File: src/rtl/inst_fetch_pkg.sv
// Shared constants and types for the RV32I instruction-fetch stage.
// Used by inst_fetch and fetch_byte_assembler.
package inst_fetch_pkg;

    localparam int InstAddrBus = 31;
    localparam logic [InstAddrBus:0] ZeroWord = 32'h0;
    localparam logic [6:0] BRANCH_OP = 7'b1100011;

    typedef enum logic {
        FETCH = 1'b0,
        HOLD  = 1'b1
    } fetch_state_e;

    function automatic logic is_branch(input logic [31:0] inst);
        return inst[6:0] == BRANCH_OP;
    endfunction

endpackage

File: src/rtl/inst_fetch_byte_assembler.sv
// Byte issue/receive counters and little-endian word assembly for fetch.
// A flush drops in-flight bytes; a late byte after a flush is discarded.
module fetch_byte_assembler
    import inst_fetch_pkg::*;
(
    input  logic        clk,
    input  logic        rst,
    input  logic        flush,
    input  logic        mem_req,
    input  logic        mem_gnt,
    input  logic [7:0]  mem_rdata,
    output logic [2:0]  iss_cnt,
    output logic        last,
    output logic [31:0] word
);

    logic [2:0]  rcv_cnt;
    logic [23:0] byte_buf;
    logic        gnt_d;
    logic        discard;
    logic        issue;
    logic        arrive;

    assign issue  = mem_req && mem_gnt;
    assign arrive = gnt_d && !discard;
    assign last   = arrive && (rcv_cnt == 3'd3);
    assign word   = {mem_rdata, byte_buf};

    always_ff @(posedge clk or negedge rst) begin
        if (!rst) begin
            iss_cnt  <= 3'd0;
            rcv_cnt  <= 3'd0;
            byte_buf <= 24'h0;
            gnt_d    <= 1'b0;
            discard  <= 1'b0;
        end else begin
            gnt_d   <= issue;
            // The byte granted just before a flush is stale.
            discard <= flush && gnt_d;
            if (flush || last) begin
                iss_cnt <= 3'd0;
                rcv_cnt <= 3'd0;
            end else begin
                if (issue) begin
                    iss_cnt <= iss_cnt + 3'd1;
                end
                if (arrive) begin
                    rcv_cnt <= rcv_cnt + 3'd1;
                    case (rcv_cnt[1:0])
                        2'd0:    byte_buf[7:0]   <= mem_rdata;
                        2'd1:    byte_buf[15:8]  <= mem_rdata;
                        2'd2:    byte_buf[23:16] <= mem_rdata;
                        default: byte_buf        <= byte_buf;
                    endcase
                end
            end
        end
    end

endmodule

File: src/rtl/inst_fetch.sv
// Instruction-fetch stage: FETCH/HOLD FSM, PC, predictor query, decode hold.
// Define PREDICT_EN to use the branch predictor; otherwise pc advances by 4.
module inst_fetch
    import inst_fetch_pkg::*;
#(
    parameter logic [31:0] RESET_PC = 32'h0
) (
    input  logic        clk,
    input  logic        rst,
    output logic        mem_req,
    output logic [31:0] mem_addr,
    input  logic        mem_gnt,
    input  logic [7:0]  mem_rdata,
    output logic        get_predict,
    output logic [31:0] now_pc,
    output logic [31:0] now_branch_inst,
    input  logic        jump_predict,
    input  logic [31:0] predict_pc,
    input  logic        ex_flush,
    input  logic [31:0] ex_target,
    input  logic        id_ready,
    output logic        if_valid,
    output logic [31:0] if_pc,
    output logic [31:0] if_inst,
    output logic        if_pred_taken,
    output logic [31:0] if_pred_pc
);

    fetch_state_e state;
    fetch_state_e state_nxt;

    logic [InstAddrBus:0] pc;
    logic [2:0]           iss_cnt;
    logic                 last;
    logic [31:0]          word;
    logic                 take_pred;
    logic                 fetch_done;
    logic                 nxt_taken;
    logic [31:0]          nxt_pc;

    fetch_byte_assembler u_asm (
        .clk       (clk),
        .rst       (rst),
        .flush     (ex_flush),
        .mem_req   (mem_req),
        .mem_gnt   (mem_gnt),
        .mem_rdata (mem_rdata),
        .iss_cnt   (iss_cnt),
        .last      (last),
        .word      (word)
    );

`ifdef PREDICT_EN
    assign take_pred = is_branch(word);
`else
    assign take_pred = 1'b0;
`endif

    assign fetch_done = (state == FETCH) && last && !ex_flush;
    assign nxt_taken  = take_pred ? jump_predict : 1'b0;
    assign nxt_pc     = take_pred ? predict_pc : pc + 32'd4;

    always_ff @(posedge clk or negedge rst) begin
        if (!rst) begin
            state <= FETCH;
        end else begin
            state <= state_nxt;
        end
    end

    always_comb begin
        state_nxt = state;
        unique case (state)
            FETCH: begin
                if (ex_flush) begin
                    state_nxt = FETCH;
                end else if (last) begin
                    state_nxt = HOLD;
                end
            end
            HOLD: begin
                if (ex_flush || id_ready) begin
                    state_nxt = FETCH;
                end
            end
            default: state_nxt = FETCH;
        endcase
    end

    always_comb begin
        mem_req         = 1'b0;
        mem_addr        = pc + {29'd0, iss_cnt};
        get_predict     = 1'b0;
        now_pc          = ZeroWord;
        now_branch_inst = ZeroWord;
        if (state == FETCH) begin
            mem_req = (iss_cnt < 3'd4) && !ex_flush;
        end
        if (fetch_done && take_pred) begin
            get_predict     = 1'b1;
            now_pc          = pc;
            now_branch_inst = word;
        end
    end

    always_ff @(posedge clk or negedge rst) begin
        if (!rst) begin
            pc            <= RESET_PC;
            if_valid      <= 1'b0;
            if_pc         <= ZeroWord;
            if_inst       <= ZeroWord;
            if_pred_taken <= 1'b0;
            if_pred_pc    <= ZeroWord;
        end else if (ex_flush) begin
            pc       <= ex_target;
            if_valid <= 1'b0;
        end else if (fetch_done) begin
            pc            <= nxt_pc;
            if_valid      <= 1'b1;
            if_pc         <= pc;
            if_inst       <= word;
            if_pred_taken <= nxt_taken;
            if_pred_pc    <= nxt_pc;
        end else if (state == HOLD && id_ready) begin
            if_valid <= 1'b0;
        end
    end

endmodule

File: config.mk
export PLATFORM = sky130hd
export DESIGN_NAME = inst_fetch
export DESIGN_NICKNAME = d
export VERILOG_FILES = /design/src/rtl/inst_fetch_pkg.sv /design/src/rtl/inst_fetch_byte_assembler.sv /design/src/rtl/inst_fetch.sv
export SDC_FILE = /design/constraint.sdc
export NUM_CORES = 1
export LEC_CHECK = 0
export CORE_MARGIN = 4
export CORE_UTILIZATION = 47
export CTS_CLUSTER_DIAMETER = 100
export DETAILED_ROUTE_END_ITERATION = 6
export GPL_TIMING_DRIVEN = 1
export PLACE_DENSITY = 0.82
export SLEW_MARGIN = 20
export SYNTH_ARGS = -nofsm -noshare
export SYNTH_HDL_FRONTEND = slang
export SYNTH_SLANG_ARGS = --single-unit
File: constraint.sdc
create_clock -name clk -period 2.7 [get_ports clk]
set_input_delay 0.54 -clock clk [delete_from_list [all_inputs] [get_ports clk]]
set_output_delay 0.54 -clock clk [all_outputs]
set_load 0.03 [all_outputs]
==> qor.txt <==
Ys Warns: 0
largest net degree at the start of global routing: 59
Port Buffers: 174
Async S/R FF share, synth: 100%
CTS Root Cell: clkbuf_16
fin crit share: 113%
crit-path max cell delay: 0.49 ns
die width: 140 microns
critical path startpoint category: flip-flop
number of antenna violations at the first check in global routing: 0
via/cell ratio: 5.15
post-DP HPWL: 15000 microns
setup TNS: -6.17 ns
Final ANT Viol Nets: 0
Post-synth top cells: dfrtp_1, nand2_1, mux2_2, buf_4, o21ai_0
static leakage: 5.29 nW
synthesized flop and latch total: 160
Netlist cell types: 48
maximum VDD drop: 466 uV
CTS Sinks: 160
DRC Markers: 0
worst path cell trace: ha_4, a211oi_2, or4_4, nor3_4, buf_6, nand3_4, xnor2_2, buf_12
fin crit period: 3.05 ns
Yosys top cell by area: dfrtp_1
max_slew headroom: 56.4%
RSZ-0062 raised after global routing: true
Clk Latency, worst-skew pair: 0.43 ns
violated checks: negative setup slack
Tightest Pin Transition: 0.649 ns
Synth Instances: 762
CTS tree: built
worst-path maximum fanout: 4
worst setup margin: -0.345 ns
GRT Residual Overflow: 0
drt first pass iters: 5
H-tree depth: 4
Hold Crit Class: in -> async
area of the core: 17200 sq um
crit end category: primary output
final core occ: 66.3%
Final Hold Vio Count: 0
Power Density: 560 nW/um^2
number of global-route vias before repair: 6220
Seq/Total Area, Yosys: 48.6%
final RePlAce weighted congestion: 0.870
most frequent cell after synthesis: dfrtp_1
Post-synth top flop: dfrtp_1
routed len/inst: 18.1 microns
max-slew violation count: 0
crit path kind: reg -> out
gr usage total: 21.6%
first-pass GRT wire length: 33800 microns
Slowest cell on crit path: or4_4
setup violators final: 25
WL final: 21700 microns
fraction of layout cells with a size suffix above 1: 29.1%
status: finished, violations left
max_cap viols: 0
Nets: 1053
TritonCTS Buffers: 17
die area: 19700 sq um
Area Growth Syn to Fin: 38.8%
Max Clock Skew: 0.00916 ns
via count: 6186
DRT iter0 DRCs: 420
Design Area, Final: 11400 sq um
initial core utilization: 47.8%
row count: 48
Synth area leaders: dfrtp_1, mux2_2, buf_4, xor2_1, nand2_1
Die Y: 140 microns
Mean Syn Cell Area: 10.8 sq um
Mapped Area: 8240 sq um
ant diodes: 0
Max Clk Rate: 0.328 GHz
CTS Buffer Depth: 2
Post-DP Area: 10300 sq um
Post-synth EDFFs: 0
Reg clk slew, reported paths: 0.07 ns
Crit path required time: 2.16 ns
hold_ws: 0.0720 ns
worst path arrival time: 2.51 ns
Ports: 274
share of the synthesized area in the top cell type: 48.6%
-- routing by layer --
layer	part of all wire, %	vias to the layer above	GRT usage [%]
met1	42	3029	29.4
met2	49	269	34.2
met3	7.1	37	5.43
met5	0	-	0
met4	1.8	0	6.58
li1	-	2851	-
-- layout make-up --
cell class / instances / area [sq um]
Fill cell: 1291 / 5800
Multi-Input combinational cell: 538 / 4070
Sequential cell: 160 / 4010
Timing Repair Buffer: 242 / 2460
Clock buffer: 19 / 443
Tap cell: 225 / 282
Clock inverter: 13 / 153
Inverter: 5 / 18.8
-- what timing repair did --
item                                    4_1_cts  5_1_grt
hold buffers                                  0        0
pin swaps                                    12       12
endpoints found under the setup margin       29       29
gates resized for setup                      50       33
setup buffers                                10        8
-- sequential cells by signal (all words and copies together), names as in the netlist --
register / count
if_inst: 32
if_pc: 32
if_pred_pc: 30
if_valid: 1
pc: 32
state: 1
u_asm.byte_buf: 24
u_asm.discard: 1
u_asm.gnt_d: 1
u_asm.iss_cnt: 3
u_asm.rcv_cnt: 3
-- cell families after synthesis --
| kind of cell | count (synthesis) | share of synthesized area, % |
|---|---|---|
| adder cells (fa/ha/maj) | 11 | 1.76 |
| XOR/XNOR | 85 | 9.04 |
| buffers and inverters | 129 | 10.1 |
| flip-flops | 160 | 48.6 |
| other | 1 | 0.0455 |
| AO/OA/AOI/OAI | 71 | 4.56 |
| AND/OR/NAND/NOR | 212 | 13.3 |
| multiplexers | 93 | 12.7 |
-- placed cells by master (no fill, tap or decap), types with 4 or more instances in the layout --
master,netlist,layout
a21oi_1,8,8
buf_12,0,18
buf_4,75,61
buf_6,5,17
clkbuf_16,0,17
clkdlybuf4s50_1,0,141
conb_1,1,66
dfrtp_1,160,157
ha_1,10,7
inv_1,5,5
inv_6,0,5
mux2_2,91,91
nand2_1,97,89
nand2_2,2,4
nand2_4,0,6
nand3_1,14,12
nand4_1,22,22
nor2_1,28,23
nor3_1,13,10
nor3_4,1,4
nor4_1,6,4
o21ai_0,51,51
o21ai_1,6,6
xnor2_1,38,22
xnor2_2,0,11
xnor2_4,0,5
xor2_1,47,43
-- where the power goes --
| part | total, mW | switching (mW) | internal (mW) |
|---|---|---|---|
| Combinational | 1.23 | 0.705 | 0.528 |
| Clock | 2.44 | 1.03 | 1.41 |
| Sequential | 2.73 | 0.159 | 2.57 |
-- worst paths after layout --
path / cells past startpoint / startpoint / slack (ns) / end
setup / recovery: 8 / pc[1] / -0.35 / mem_addr[31]
hold / removal: 1 / rst / 0.07 / if_inst[14]
setup reg to reg: 6 / u_asm.rcv_cnt[0] / 0.40 / if_inst[28]
hold reg to reg: 2 / if_pred_pc[31] / 0.48 / if_pred_pc[31]
max in group asynchronous: 2 / rst / 1.90 / pc[23]
min in group clk: 2 / if_pred_pc[31] / 0.48 / if_pred_pc[31]
-- critical path, delay by kind of cell (launching register included) --
kind | cells | cell delay, ns
AOI/OAI and AO/OA | 1 | 0.07
xor gates and xnor gates | 1 | 0.22
adders and majority gates | 1 | 0.29
buffers and inverters | 2 | 0.32
DFF | 1 | 0.44
and+or+nand+nor | 3 | 0.74
-- per-stage QoR --
step / power [mW] / std cells / setup slack (ns)
2_1_floorplan: 3.51 / 827 / 0.0227
3_3_place_gp: 3.91 / 1154 / -0.198
3_5_place_dp: 3.94 / 1154 / -0.322
4_1_cts: 6.41 / 1196 / -0.333
5_1_grt: 6.65 / 1202 / -0.420
6_report: 6.41 / 1202 / -0.345
Power figures use the tool's default switching activity.
==> patch (same settings) <==
Build with the macro `PREDICT_EN` defined.
--- a/src/rtl/inst_fetch.sv
+++ b/src/rtl/inst_fetch.sv
@@ -1,4 +1,6 @@
 // Instruction-fetch stage: FETCH/HOLD FSM, PC, predictor query, decode hold.
 // Define PREDICT_EN to use the branch predictor; otherwise pc advances by 4.
+`define PREDICT_EN
+
 module inst_fetch
     import inst_fetch_pkg::*;
Check against the original RTL: not equivalent (Yosys sat finds a counterexample within 10 cycles, from zero or initial values and one cycle with rst low).
==> patch against the original RTL <==
- the run still ends with setup timing left
- clock skew rose by 3.0 ps
- final area increased by 15%
- critical endpoint is now mem_addr[12]
- power decreased by 0.30%
- count of clock-buffer cells in the layout decreased by 1
- area after synthesis is 3.7% higher
- via count up 43%
- routed wire length is 57% higher
- sequential cell count rose by 3
- non-clock buffer count is 126 higher
- worst setup slack improved by 22 ps
==> patch: results (changes against the original RTL) <==
stage,metric,value,unit,change
outcome,outcome,"finished, violations left",,
outcome,violations,setup timing,,
sta,relSlewSlack,52.9,%,-3.5 points
detailed_routing,wl_per_cell,22.9,µm,+27%
grt,grt_usage,32.6,%,+11 points
worst_setup_path,slowest_delay,470,ps,-20 ps
logic_synthesis,synth_cell_type_count,68,,+42%
place,port_buffers,270,,+55%
sta,setup_viol,24,,-4.0%
detailed_routing,drtIter0Drc,752,,+79%
layout,drive_above_1_share,25.8,%,-3.2 points
worst_setup_path,crit_path_max_fanout,3,,-1
detailed_routing,drt-pass1-iter-count,6,,+1
sta,setup_tns,-4350,ps,+1820 ps
worst_setup_path,cp-startpoint,u_asm.iss_cnt[0],,
grt,antenna_found_initial,1,,+1
place,dp.final_hpwl,21700,µm,+44%
logic_synthesis,yosys-mux-area-fraction,4.23,%,-8.4 points
logic_synthesis,ys_seq_area_share,47.8,%,-0.84 points
logic_synthesis,synth-compound-area-share,9.99,%,+5.4 points
place,post-place-ws,-257,ps,+64.8 ps
grt,grt_pass1_vias,8867,,+43%
sta,skew,12.2,ps,+3.03 ps
place,place.gp.congestion,0.856,,-1.6%
logic_synthesis,synthXorXnorAreaFrac,5.33,%,-3.7 points
sta,worst_slack,-323,ps,+21.8 ps
layout,nNetsFinal,1334,,+27%
logic_synthesis,ys_top_cells_by_count,"nand2_1, dfrtp_1, and3_1, nor2_1, o21ai_0",,
grt,grt_first_pass_wirelength,50800,µm,+50%
logic_synthesis,synthTopCellsByArea,"dfrtp_1, nand2_1, and3_1",,
[patch: changes by cell type in the layout (fill, tap and decap cells not counted), moves of 17 or more]
cell             change
nand2_1            +159
mux2_2              -68
conb_1              -63
and3_1              +52
buf_4               +52
clkdlybuf4s50_1     +34
buf_6               +28
xor2_1              -24
and3_4              +17
[patch: logic make-up (layout without fill, tap and decap cells)]
| group | count (synthesis) | in the layout |
|---|---|---|
| flops | 163 | 163 |
| xor+xnor | 52 | 52 |
| other cells | 1 | 3 |
| fa+ha+maj | 11 | 11 |
| simple gates | 456 | 457 |
| compound gates | 128 | 128 |
| mux | 33 | 33 |
| buf+inv | 93 | 411 |
[patch: area by class of cell]
| class | count | area (µm²) |
|---|---|---|
| fillers | 1228 | 4710 |
| multi-input cells | 684 | 4470 |
| flip-flops and latches | 163 | 4080 |
| repair buffers | 368 | 3740 |
| clock buffers | 18 | 439 |
| well taps | 229 | 287 |
| clock inverters | 14 | 130 |
| inverters | 11 | 41.3 |
[patch: path summary, 6_finish.rpt]
kind / to / slack, ps / cells after the start
worst min register to register: if_inst[10] / 470 / 2
min in group clk: if_inst[10] / 470 / 2
max in group asynchronous: pc[4] / 1860 / 2
worst max-delay path: mem_addr[12] / -320 / 8
worst max register to register: pc[14] / 360 / 7
worst min-delay path: if_pc[19] / 100 / 1
[patch: power breakdown]
group / switching, mW / leakage [nW] / internal (mW)
Combinational: 0.666 / 3.86 / 0.551
Sequential: 0.178 / 2.16 / 2.61
Clock: 1.13 / 0.283 / 1.25
Total: 1.97 / 6.31 / 4.41
[patch: what timing repair did]
action,4_1_cts,5_1_grt
gates cloned,9,0
endpoints found under the setup margin,91,79
setup buffers,21,14
resized for setup,129,43
pin swaps,20,23
[patch: per-stage QoR]
stage,instances,cell area [µm²]
2_1_floorplan,939,8570
3_3_place_gp,1415,11600
3_5_place_dp,1415,11600
4_1_cts,1476,13000
5_1_grt,1487,13200
6_report,1487,13200
[patch: routing by layer]
layer	routed length (µm)	part of all wire, %	vias to the layer above	track usage (%)
li1	-	-	3813	-
met4	1740	5.1	2	15.2
met2	16500	48	605	54.4
met5	12	0.035	-	0
met1	12200	36	4270	38.8
met3	3710	11	134	9.85
